[src/rtl/pim_bridge_pkg.sv]
// Shared types and constants for the core-to-PIM request bridge.
package pim_bridge_pkg;

   // Bridge FSM states
   typedef enum logic [1:0] {
      IDLE  = 2'd0,
      ISSUE = 2'd1,
      WAIT  = 2'd2,
      RESP  = 2'd3
   } pim_br_state_e;

   // One queued core request
   typedef struct packed {
      logic        we;
      logic [29:0] addr;
      logic [31:0] wdata;
   } pim_req_t;

   // Bit positions inside the PIM command word
   localparam int unsigned PIM_VALID_BIT = 31;
   localparam int unsigned PIM_WE_BIT    = 30;

   // Build the PIM command word for a request: valid flag, write flag, word address.
   function automatic logic [31:0] pim_cmd(input pim_req_t req);
      logic [31:0] cmd;
      cmd                = '0;
      cmd[PIM_VALID_BIT] = 1'b1;
      cmd[PIM_WE_BIT]    = req.we;
      cmd[29:0]          = req.addr;
      return cmd;
   endfunction

   // Larger of two unsigned values, used for counter sizing.
   function automatic int unsigned max_u(input int unsigned a, input int unsigned b);
      return (a > b) ? a : b;
   endfunction

endpackage

[src/rtl/pim_req_fifo.sv]
// In-order request FIFO with wrapping pointers and an explicit occupancy count.
module pim_req_fifo
   import pim_bridge_pkg::*;
#(
   parameter int unsigned DEPTH = 4
) (
   input  logic     i_clk,
   input  logic     i_rst,
   input  logic     i_push,
   input  pim_req_t i_data,
   input  logic     i_pop,
   output pim_req_t o_data,
   output logic     o_full,
   output logic     o_empty
);

   localparam int unsigned PTR_W = (DEPTH > 1) ? $clog2(DEPTH) : 1;
   localparam int unsigned CNT_W = PTR_W + 1;
   localparam logic [CNT_W-1:0] FULL_CNT = CNT_W'(DEPTH);

   pim_req_t         mem [DEPTH];
   logic [PTR_W-1:0] wr_ptr_q;
   logic [PTR_W-1:0] rd_ptr_q;
   logic [CNT_W-1:0] count_q;
   logic             do_push;
   logic             do_pop;

   // Guard both ports so a stray push/pop can never corrupt the pointers
   always_comb begin
      do_push = i_push & ~o_full;
      do_pop  = i_pop & ~o_empty;
   end

   // Pointer and occupancy bookkeeping; pointers wrap naturally at power-of-two depth
   always_ff @(posedge i_clk or posedge i_rst) begin
      if (i_rst) begin
         wr_ptr_q <= '0;
         rd_ptr_q <= '0;
         count_q  <= '0;
      end else begin
         if (do_push) begin
            wr_ptr_q <= wr_ptr_q + 1'b1;
         end
         if (do_pop) begin
            rd_ptr_q <= rd_ptr_q + 1'b1;
         end
         case ({do_push, do_pop})
            2'b10:   count_q <= count_q + 1'b1;
            2'b01:   count_q <= count_q - 1'b1;
            default: count_q <= count_q;
         endcase
      end
   end

   // Storage write; contents need no reset because count gates visibility
   always_ff @(posedge i_clk) begin
      if (do_push) begin
         mem[wr_ptr_q] <= i_data;
      end
   end

   // Head-of-queue view and status flags derived from registered state
   always_comb begin
      o_data  = mem[rd_ptr_q];
      o_full  = (count_q == FULL_CNT);
      o_empty = (count_q == '0);
   end

endmodule

[src/rtl/pim_req_bridge.sv]
// Core PIM port to PIM macro bridge: queues requests, holds each command on the
// unhandshaked PIM bus for fixed cycle counts and returns read data over valid/ready.
module pim_req_bridge
   import pim_bridge_pkg::*;
#(
   parameter int unsigned FIFO_DEPTH   = 4,
   parameter int unsigned ISSUE_CYCLES = 1,
   parameter int unsigned RD_LATENCY   = 2
) (
   input  logic        i_clk,
   input  logic        i_rst,
   input  logic        i_req_valid,
   output logic        o_req_ready,
   input  logic        i_req_we,
   input  logic [31:0] i_req_addr,
   input  logic [31:0] i_req_wdata,
   output logic        o_rsp_valid,
   input  logic        i_rsp_ready,
   output logic [31:0] o_rsp_rdata,
   output logic        o_busy,
   output logic [31:0] o_pim_addr,
   output logic [31:0] o_pim_wr_data,
   input  logic [31:0] i_pim_rd_data
);

   localparam int unsigned MAX_HOLD = max_u(ISSUE_CYCLES, RD_LATENCY);
   localparam int unsigned CNT_W    = $clog2(MAX_HOLD + 1);
   // Counter counts down to zero, so load hold-1
   localparam logic [CNT_W-1:0] ISSUE_LOAD = CNT_W'(ISSUE_CYCLES - 1);
   localparam logic [CNT_W-1:0] WAIT_LOAD  = CNT_W'(RD_LATENCY - 1);

   pim_br_state_e state_q, state_d;
   logic [CNT_W-1:0] cnt_q, cnt_d;
   logic [31:0]      cmd_q, cmd_d;
   logic [31:0]      wdata_q, wdata_d;
   logic [31:0]      rdata_q, rdata_d;
   logic             rsp_valid_q, rsp_valid_d;
   logic             armed_q;

   pim_req_t  push_data;
   pim_req_t  head;
   logic      push;
   logic      pop;
   logic      fifo_full;
   logic      fifo_empty;
   logic [1:0] unused_addr_hi;

   // Top address bits are not part of the PIM address space
   assign unused_addr_hi = i_req_addr[31:30];

   // Accept a request whenever there is room and reset has been released
   always_comb begin
      o_req_ready     = armed_q & ~fifo_full;
      push            = i_req_valid & o_req_ready;
      push_data.we    = i_req_we;
      push_data.addr  = i_req_addr[29:0];
      push_data.wdata = i_req_wdata;
   end

   pim_req_fifo #(
      .DEPTH (FIFO_DEPTH)
   ) u_fifo (
      .i_clk   (i_clk),
      .i_rst   (i_rst),
      .i_push  (push),
      .i_data  (push_data),
      .i_pop   (pop),
      .o_data  (head),
      .o_full  (fifo_full),
      .o_empty (fifo_empty)
   );

   // Next-state logic: pop, hold command, optionally wait for read data, hand back response
   always_comb begin
      state_d     = state_q;
      cnt_d       = cnt_q;
      cmd_d       = cmd_q;
      wdata_d     = wdata_q;
      rdata_d     = rdata_q;
      rsp_valid_d = rsp_valid_q;
      pop         = 1'b0;

      case (state_q)
         IDLE: begin
            if (!fifo_empty) begin
               pop     = 1'b1;
               cmd_d   = pim_cmd(head);
               // Write data bus keeps its last write value across reads
               if (head.we) begin
                  wdata_d = head.wdata;
               end
               cnt_d   = ISSUE_LOAD;
               state_d = ISSUE;
            end
         end

         ISSUE: begin
            if (cnt_q == '0) begin
               if (cmd_q[PIM_WE_BIT]) begin
                  // Writes are posted: drop the command and go fetch the next one
                  cmd_d   = '0;
                  state_d = IDLE;
               end else begin
                  cnt_d   = WAIT_LOAD;
                  state_d = WAIT;
               end
            end else begin
               cnt_d = cnt_q - 1'b1;
            end
         end

         WAIT: begin
            if (cnt_q == '0) begin
               cmd_d       = '0;
               rdata_d     = i_pim_rd_data;
               rsp_valid_d = 1'b1;
               state_d     = RESP;
            end else begin
               cnt_d = cnt_q - 1'b1;
            end
         end

         RESP: begin
            // Response stays put until the core takes it; nothing else issues meanwhile
            if (i_rsp_ready) begin
               rsp_valid_d = 1'b0;
               state_d     = IDLE;
            end
         end

         default: begin
            cmd_d       = '0;
            rsp_valid_d = 1'b0;
            state_d     = IDLE;
         end
      endcase
   end

   // State and output registers; reset discards any in-flight command or response
   always_ff @(posedge i_clk or posedge i_rst) begin
      if (i_rst) begin
         state_q     <= IDLE;
         cnt_q       <= '0;
         cmd_q       <= '0;
         wdata_q     <= '0;
         rdata_q     <= '0;
         rsp_valid_q <= 1'b0;
      end else begin
         state_q     <= state_d;
         cnt_q       <= cnt_d;
         cmd_q       <= cmd_d;
         wdata_q     <= wdata_d;
         rdata_q     <= rdata_d;
         rsp_valid_q <= rsp_valid_d;
      end
   end

   // Holds ready low while reset is asserted and releases it on the first clock after
   always_ff @(posedge i_clk or posedge i_rst) begin
      if (i_rst) begin
         armed_q <= 1'b0;
      end else begin
         armed_q <= 1'b1;
      end
   end

   // Output mapping from registered state
   always_comb begin
      o_pim_addr    = cmd_q;
      o_pim_wr_data = wdata_q;
      o_rsp_rdata   = rdata_q;
      o_rsp_valid   = rsp_valid_q;
      o_busy        = (state_q != IDLE) | ~fifo_empty;
   end

endmodule

[config.mk]
export PLATFORM = sky130hd
export DESIGN_NAME = pim_req_bridge
export DESIGN_NICKNAME = d
export VERILOG_FILES = /design/src/rtl/pim_bridge_pkg.sv /design/src/rtl/pim_req_fifo.sv /design/src/rtl/pim_req_bridge.sv
export SDC_FILE = /design/constraint.sdc
export NUM_CORES = 1
export LEC_CHECK = 0
export ABC_CLOCK_PERIOD_IN_PS = 5600
export CAP_MARGIN = 20
export CORE_MARGIN = 5
export CORE_UTILIZATION = 41
export DETAILED_ROUTE_END_ITERATION = 12
export GPL_TIMING_DRIVEN = 0
export SKIP_CTS_REPAIR_TIMING = 1
export SYNTH_ARGS = -nofsm -noshare
export SYNTH_HDL_FRONTEND = slang
export SYNTH_HIERARCHICAL = 1
export SYNTH_SLANG_ARGS = --single-unit
[constraint.sdc]
create_clock -name i_clk -period 5.6 [get_ports i_clk]
set_input_delay 1.12 -clock i_clk [delete_from_list [all_inputs] [get_ports i_clk]]
set_output_delay 1.12 -clock i_clk [all_outputs]
set_load 0.01 [all_outputs]
==> impl_metrics.env, run 1 <==
export IMPL_nets=1019
export IMPL_first_pass_iters=4
export IMPL_crit_arrival_ns=2.06
export IMPL_cp_max_fo=6
export IMPL_met1_usage=0.1948
export IMPL_cts_buffer_depth=3
export IMPL_finalCriticalPeriod_ns=3.178
export IMPL_fp_dieH_um=194.0
export IMPL_syn_num_nets=776
export IMPL_pwr_share_clk=0.246
export IMPL_crit_path_end_kind="output port"
export IMPL_yosys_warnings=6
export IMPL_ios=200
export IMPL_core_region_area_um2=33450
export IMPL_timing_hold_violations_final=0
export IMPL_synthToLayoutAreaGrowth_pct=27.80
export IMPL_place_area_um2=16560
export IMPL_root_buffer="clkbuf_16"
export IMPL_cpPeakStageDelay_ns=0.56
export IMPL_ant_nets=0
export IMPL_drt_vias_per_instance=4.880
export IMPL_p_int_mw=6.875
export IMPL_fin_ws_ns=2.422
export IMPL_grt_max_degree=67
export IMPL_initial_utilization=0.4151
export IMPL_clock_latency_ns=0.52
export IMPL_path_class="flip-flop to output port"
export IMPL_dp_cells=1308
export IMPL_switchingPower_mw=2.723
export IMPL_grt_pass1_vias=7474
export IMPL_cp_start_kind="flip-flop"
export IMPL_core_rowCount=67
export IMPL_drv_slew=0
export IMPL_worst_path_max_delay_cell="clkdlybuf4s50_1"
export IMPL_routed_wl_um=28100
export IMPL_grt_pass1_wl_um=43840
export IMPL_power_leakage_nw=6.443
export IMPL_die_x_um=194.0
export IMPL_synth_seq_area_share=0.7414
export IMPL_dp_hpwl_um=17970
export IMPL_finalClockSkew_ns=0.01875
export IMPL_grt_busiest_layer="met2"
export IMPL_ys_types=39
export IMPL_peakVddDrop_uv=272.4
export IMPL_synthFlopType="edfxtp_1"
export IMPL_antenna_found_initial=3
export IMPL_cp_required_ns=4.48
export IMPL_finalSetupTns_ns=0
export IMPL_max_slew_margin_rel=0.5966
export IMPL_worst_pin_slew_ns=0.6051
export IMPL_fin_crit_sh=0.5676
export IMPL_dieArea_um2=37650
export IMPL_use_met3=0.04865
export IMPL_p_seq_frac=0.388
export IMPL_synth_edff_count=252
export IMPL_cts_buffers=39
export IMPL_cts_max_level=2
export IMPL_status="completed"
export IMPL_final_cell_area_um2=17750
export IMPL_wl_per_cell_um=20.38
export IMPL_drc=0
export IMPL_power_density_nw_per_um2=540.8
export IMPL_switching_share=0.2837
export IMPL_synth_seq_cells=361
export IMPL_cts_clk_slew_worst_paths_ns=0.05
export IMPL_netlist_area_um2=13890
export IMPL_maxCapViolations=0
export IMPL_combPwrFrac=0.366
export IMPL_min_delay_path_class="flip-flop to flip-flop"
export IMPL_final_cell_mix="252 x edfxtp_1, 197 x clkdlybuf4s50_1, 109 x dfrtp_1"
export IMPL_stdcell_count=1379
export IMPL_path_cells="inv_1 > ha_1 > nand2_1 > clkdlybuf4s50_1"
export IMPL_synthArstFlopShare=0.3019
export IMPL_drtIter0Drc=295
export IMPL_final_core_util=0.5305
export IMPL_dpl_worst_slack_ns=2.319
export IMPL_avgSynthCellArea_um2=21.10
export IMPL_ff2ff_setup_slack_ns=3.16
export IMPL_grt_ovfl_total=0
export IMPL_cts_tree="done"
export IMPL_gr_usage_met2=0.2411
export IMPL_grtUsageTotal=0.1483
export IMPL_final_common_cell="edfxtp_1"
export IMPL_grt_setup_unrepaired="false"
export IMPL_gp_congestion=0.7360
export IMPL_via_count=6729
export IMPL_max_freq_mhz=314.6
export IMPL_n_fill_cell=2682
export IMPL_clock_sinks=361
export IMPL_syn_inst=658
export IMPL_finalSetupViolCount=0
export IMPL_io_buffers=197
export IMPL_drive_above_1_share=0.2763
## flip-flops by register name, indices dropped and copies added (netlist names), named ones only
| signal | flops |
|---|---|
| armed_q | 1 |
| o_rsp_rdata | 32 |
| cnt_q | 2 |
| u_fifo/mem | 252 |
| u_fifo/wr_ptr_q | 2 |
| o_pim_wr_data | 32 |
| u_fifo/rd_ptr_q | 2 |
| state_q | 1 |
| u_fifo/count_q | 3 |
| o_pim_addr | 32 |
| o_rsp_valid | 1 |
## kinds of logic (layout without fill, tap and decap cells)
logic type,after synthesis,after routing,share of synthesized area
simple gates,56,56,0.02667
flops,361,361,0.7414
compound gates,11,11,0.006128
xor+xnor,6,6,0.003785
fa+ha+maj,17,17,0.01586
buf+inv,41,313,0.02063
other cells,1,2,0.0002701
mux,165,165,0.1853
## critical path: cells and delay by family, from the launching register on
family | cells | cell delay (ns)
buffers and inverters | 2 | 0.71
AND/OR/NAND/NOR | 1 | 0.14
adder cells (fa/ha/maj) | 1 | 0.26
flip-flops | 1 | 0.45
## per-stage QoR
| step | total power, mW | hold WS (ns) |
|---|---|---|
| after floorplan | 5.965 | 0.4756 |
| after global placement | 7.338 | 0.4861 |
| after detailed placement | 7.388 | 0.4912 |
| after CTS | 9.801 | 0.5042 |
| after global routing | 10.16 | 0.5137 |
| final | 9.598 | 0.4994 |
## final timing paths
kind / depth (start not counted) / start / end
max: 4 / state_q[0] / o_busy
min: 1 / o_pim_addr[14] / o_pim_addr[14]
max reg2reg: 10 / state_q[0] / u_fifo/count_q[2]
min reg2reg: 1 / o_pim_addr[14] / o_pim_addr[14]
max in group asynchronous: 3 / i_rst / o_pim_wr_data[6]
min in group asynchronous: 2 / i_rst / u_fifo/wr_ptr_q[0]
## Yosys cell counts (all sizes together), types with 3 or more instances
library cell | instances | area (um^2)
xor2 | 3 | 26.28
and2b | 17 | 128.9
mux2i | 5 | 50.05
buf | 20 | 177.7
xnor2 | 3 | 26.28
inv | 15 | 56.30
nor2b | 18 | 115.1
o21ai | 3 | 15.01
and2 | 6 | 37.54
ha | 16 | 200.2
edfxtp | 252 | 7567
clkbuf | 6 | 52.55
a21oi | 3 | 18.77
dfrtp | 109 | 2728
mux2 | 97 | 1104
mux4 | 63 | 1419
nand2 | 6 | 30.03
## power by group through the flow
stage / combinational (mW) / sequential, mW / clock, mW
2_1_floorplan: 2.06 / 3.91 / 0
4_1_cts: 3.62 / 3.73 / 2.44
3_3_place_gp: 3.54 / 3.80 / 0
6_report: 3.51 / 3.73 / 2.36
5_1_grt: 3.82 / 3.79 / 2.56
3_5_place_dp: 3.60 / 3.78 / 0
## layout make-up
type                    count  area (um^2)  area share
diodes                      1        2.502   0.0001410
clock buffers              56         1090     0.06141
flip-flops and latches    361        10290      0.5801
multi-input cells         256         3314      0.1868
well taps                 448        560.5     0.03159
plain buffers              26        230.2     0.01297
clock inverters            14        97.59    0.005500
inverters                  15        61.31    0.003455
repair buffers            202         2095      0.1180
## per-layer routing
metal,share of wire,vias to the layer above
met5,0.0010,-
met4,0.020,4
met3,0.073,45
met2,0.48,211
met1,0.43,3427
li1,-,3042
Power figures use the tool's default switching activity.
==> run 2, diff against run 1 <==
--- a/config.mk
+++ b/config.mk
@@ -5,12 +5,13 @@
 export SDC_FILE = /design/constraint.sdc
 export NUM_CORES = 1
 export LEC_CHECK = 0
-export ABC_CLOCK_PERIOD_IN_PS = 5600
+export ABC_CLOCK_PERIOD_IN_PS = 2800
 export CAP_MARGIN = 20
 export CORE_MARGIN = 5
 export CORE_UTILIZATION = 41
 export DETAILED_ROUTE_END_ITERATION = 12
 export GPL_TIMING_DRIVEN = 0
+export PLACE_DENSITY = 0.65
 export SKIP_CTS_REPAIR_TIMING = 1
 export SYNTH_ARGS = -nofsm -noshare
 export SYNTH_HDL_FRONTEND = slang
==> constraint.sdc (replaced) <==
create_clock -name i_clk -period 2.8 [get_ports i_clk]
set_input_delay 0.56 -clock i_clk [delete_from_list [all_inputs] [get_ports i_clk]]
set_output_delay 0.56 -clock i_clk [all_outputs]
set_load 0.01 [all_outputs]
==> run 2 against run 1 <==
Effect of this change: routed wire length rose by 0.35%; hold slack got worse by 0.15 ns; via count rose by 0.70%; clock power rose by 98%; final cell count barely moved; non-clock buffer count rose by 2; critical path type unchanged; clock-buffer cell count rose by 3; first-iteration DRC count rose by 0.68%; sequential cell count did not move; die area did not move.
==> impl_metrics.env, run 2 (synthesized netlist as in run 1, its figures left out) <==
export IMPL_n_antenna_cell=0
export IMPL_grt_pass1_wl_um=44170
export IMPL_power_leakage_nw=6.423
export IMPL_timing_hold_violations_final=0
export IMPL_cp_max_fo=6
export IMPL_regArea_um2=10290
export IMPL_finalSetupTns_ns=0
export IMPL_synthToLayoutAreaGrowth_pct=27.89
export IMPL_initial_utilization=0.4151
export IMPL_status="completed"
export IMPL_fin_crit_sh=0.9372
export IMPL_crit_path_end_kind="output port"
export IMPL_ff2ff_setup_slack_ns=0.38
export IMPL_dieArea_um2=37650
export IMPL_reg2reg_to="u_fifo/count_q[2]"
export IMPL_peakVddDrop_uv=658.3
export IMPL_path_cells="inv_1 > ha_1 > nand2_1 > clkdlybuf4s50_1"
export IMPL_fin_hold_ws_ns=0.3522
export IMPL_first_pass_iters=4
export IMPL_nets=1021
export IMPL_cts_max_level=2
export IMPL_routed_wl_um=28200
export IMPL_stdcell_count=1380
export IMPL_final_core_util=0.5309
export IMPL_reg2reg_depth=10
export IMPL_n_fill_cell=2692
export IMPL_worst_pin_slew_ns=0.5880
export IMPL_finalClockSkew_ns=0.01968
export IMPL_ant_nets=0
export IMPL_finalCriticalPeriod_ns=2.624
export IMPL_endpoint="o_busy"
export IMPL_grtUsageTotal=0.1495
export IMPL_root_buffer="clkbuf_16"
export IMPL_crit_arrival_ns=2.06
export IMPL_power_density_nw_per_um2=1079
export IMPL_largest_register_ffs=252
export IMPL_place_area_um2=16600
export IMPL_final_common_cell="edfxtp_1"
export IMPL_dp_cells=1310
export IMPL_drc=0
export IMPL_gp_congestion=0.7415
export IMPL_min_delay_path_class="input port to async pin"
export IMPL_clock_latency_ns=0.53
export IMPL_cts_buffer_depth=3
export IMPL_final_cell_mix="252 x edfxtp_1, 197 x clkdlybuf4s50_1, 109 x dfrtp_1"
export IMPL_die_x_um=194.0
export IMPL_grt_pass1_vias=7459
export IMPL_max_slew_margin_rel=0.6080
export IMPL_dp_hpwl_um=18660
export IMPL_grt_max_degree=37
export IMPL_maxCapViolations=0
export IMPL_worst_path_max_delay_cell="clkdlybuf4s50_1"
export IMPL_grt_ovfl_total=0
export IMPL_drtIter0Drc=297
export IMPL_largest_register="u_fifo/mem"
export IMPL_cp_start_kind="flip-flop"
export IMPL_wl_per_cell_um=20.43
export IMPL_drv_slew=0
export IMPL_path_class="flip-flop to output port"
export IMPL_cp_num_buf_inv=2
export IMPL_core_rowCount=67
export IMPL_fp_dieH_um=194.0
export IMPL_critPathTopFamily="buffers and inverters"
export IMPL_clock_sinks=361
export IMPL_cp_startpoint="state_q[0]"
export IMPL_via_count=6776
export IMPL_grt_setup_unrepaired="false"
export IMPL_cp_required_ns=2.24
export IMPL_core_region_area_um2=33450
export IMPL_io_buffers=197
export IMPL_cts_clk_slew_worst_paths_ns=0.05
export IMPL_finalSetupViolCount=0
export IMPL_multiInputGateArea_um2=3314
export IMPL_cpPeakStageDelay_ns=0.57
export IMPL_max_freq_mhz=381.1
export IMPL_path_depth=4
export IMPL_drt_vias_per_instance=4.910
export IMPL_antenna_found_initial=1
export IMPL_final_cell_area_um2=17760
export IMPL_cts_tree="done"
export IMPL_cts_buffers=39
export IMPL_drive_above_1_share=0.2682
export IMPL_ios=200
[run 2: cell count changes in the layout (fill, tap and decap cells not counted), sizes merged]
cell      previous run  this run
buf                 25        27
clkinvlp             0         2
clkinv              12         8
diode                1         0
inv                 16        15
clkbuf              62        65
[run 2: layout make-up]
cell class	count	area share
clock buffers	59	0.06031
plain buffers	26	0.01296
inverters	15	0.003382
repair buffers	204	0.1206
well taps	448	0.03156
multi-input cells	256	0.1866
flip-flops and latches	361	0.5797
clock inverters	11	0.004791
[run 2: worst register-to-register path: cells and delay by family, from the launching register on]
kind / cells / cell delay (ns)
buffers and inverters: 2 / 0.24
XOR/XNOR: 2 / 0.31
flip-flops: 1 / 0.45
AO/OA/AOI/OAI: 1 / 0.21
adder cells (fa/ha/maj): 3 / 0.82
AND/OR/NAND/NOR: 2 / 0.31
[run 2: stage by stage]
| stage | total power, mW | worst slack, ns |
|---|---|---|
| 2_1_floorplan | 11.92 | 0.3676 |
| 6_report | 19.16 | 0.1758 |
| 3_3_place_gp | 14.63 | -0.6183 |
| 5_1_grt | 20.28 | 0.06998 |
| 4_1_cts | 19.55 | 0.1194 |
| 3_5_place_dp | 14.78 | 0.1389 |
[run 2: metal layers]
metal / up-vias / global-route usage / share of wire
met4: 2 / 0.03672 / 0.016
met3: 34 / 0.04674 / 0.066
met5: - / 0 / 0.00067
met1: 3491 / 0.1929 / 0.42
li1: 3053 / - / -
met2: 196 / 0.2495 / 0.50
[run 2: worst min path at each step]
stage,startpoint,to,depth (start not counted)
4_1_cts,i_rst,o_pim_addr[20],2
5_1_grt,i_rst,o_pim_addr[20],2
2_1_floorplan,i_rst,u_fifo/count_q[0],1
3_3_place_gp,o_rsp_rdata[21],o_rsp_rdata[21],1
3_5_place_dp,o_rsp_rdata[9],o_rsp_rdata[9],1
6_report,i_rst,state_q[0],2
[run 2: report_power, final]
part	leakage, nW	internal [mW]	switching [mW]
Combinational	2.27	4.00	3.02
Clock	0.557	2.73	1.95
Sequential	3.60	6.96	0.504
Total	6.42	13.7	5.47
==> run 3, diff against run 2 <==
--- a/config.mk
+++ b/config.mk
@@ -5,7 +5,6 @@
 export SDC_FILE = /design/constraint.sdc
 export NUM_CORES = 1
 export LEC_CHECK = 0
-export ABC_CLOCK_PERIOD_IN_PS = 2800
 export CAP_MARGIN = 20
 export CORE_MARGIN = 5
 export CORE_UTILIZATION = 41
==> results of run 3 <==
Same layout as run 2: the final DEF is identical, and so are final timing and power.
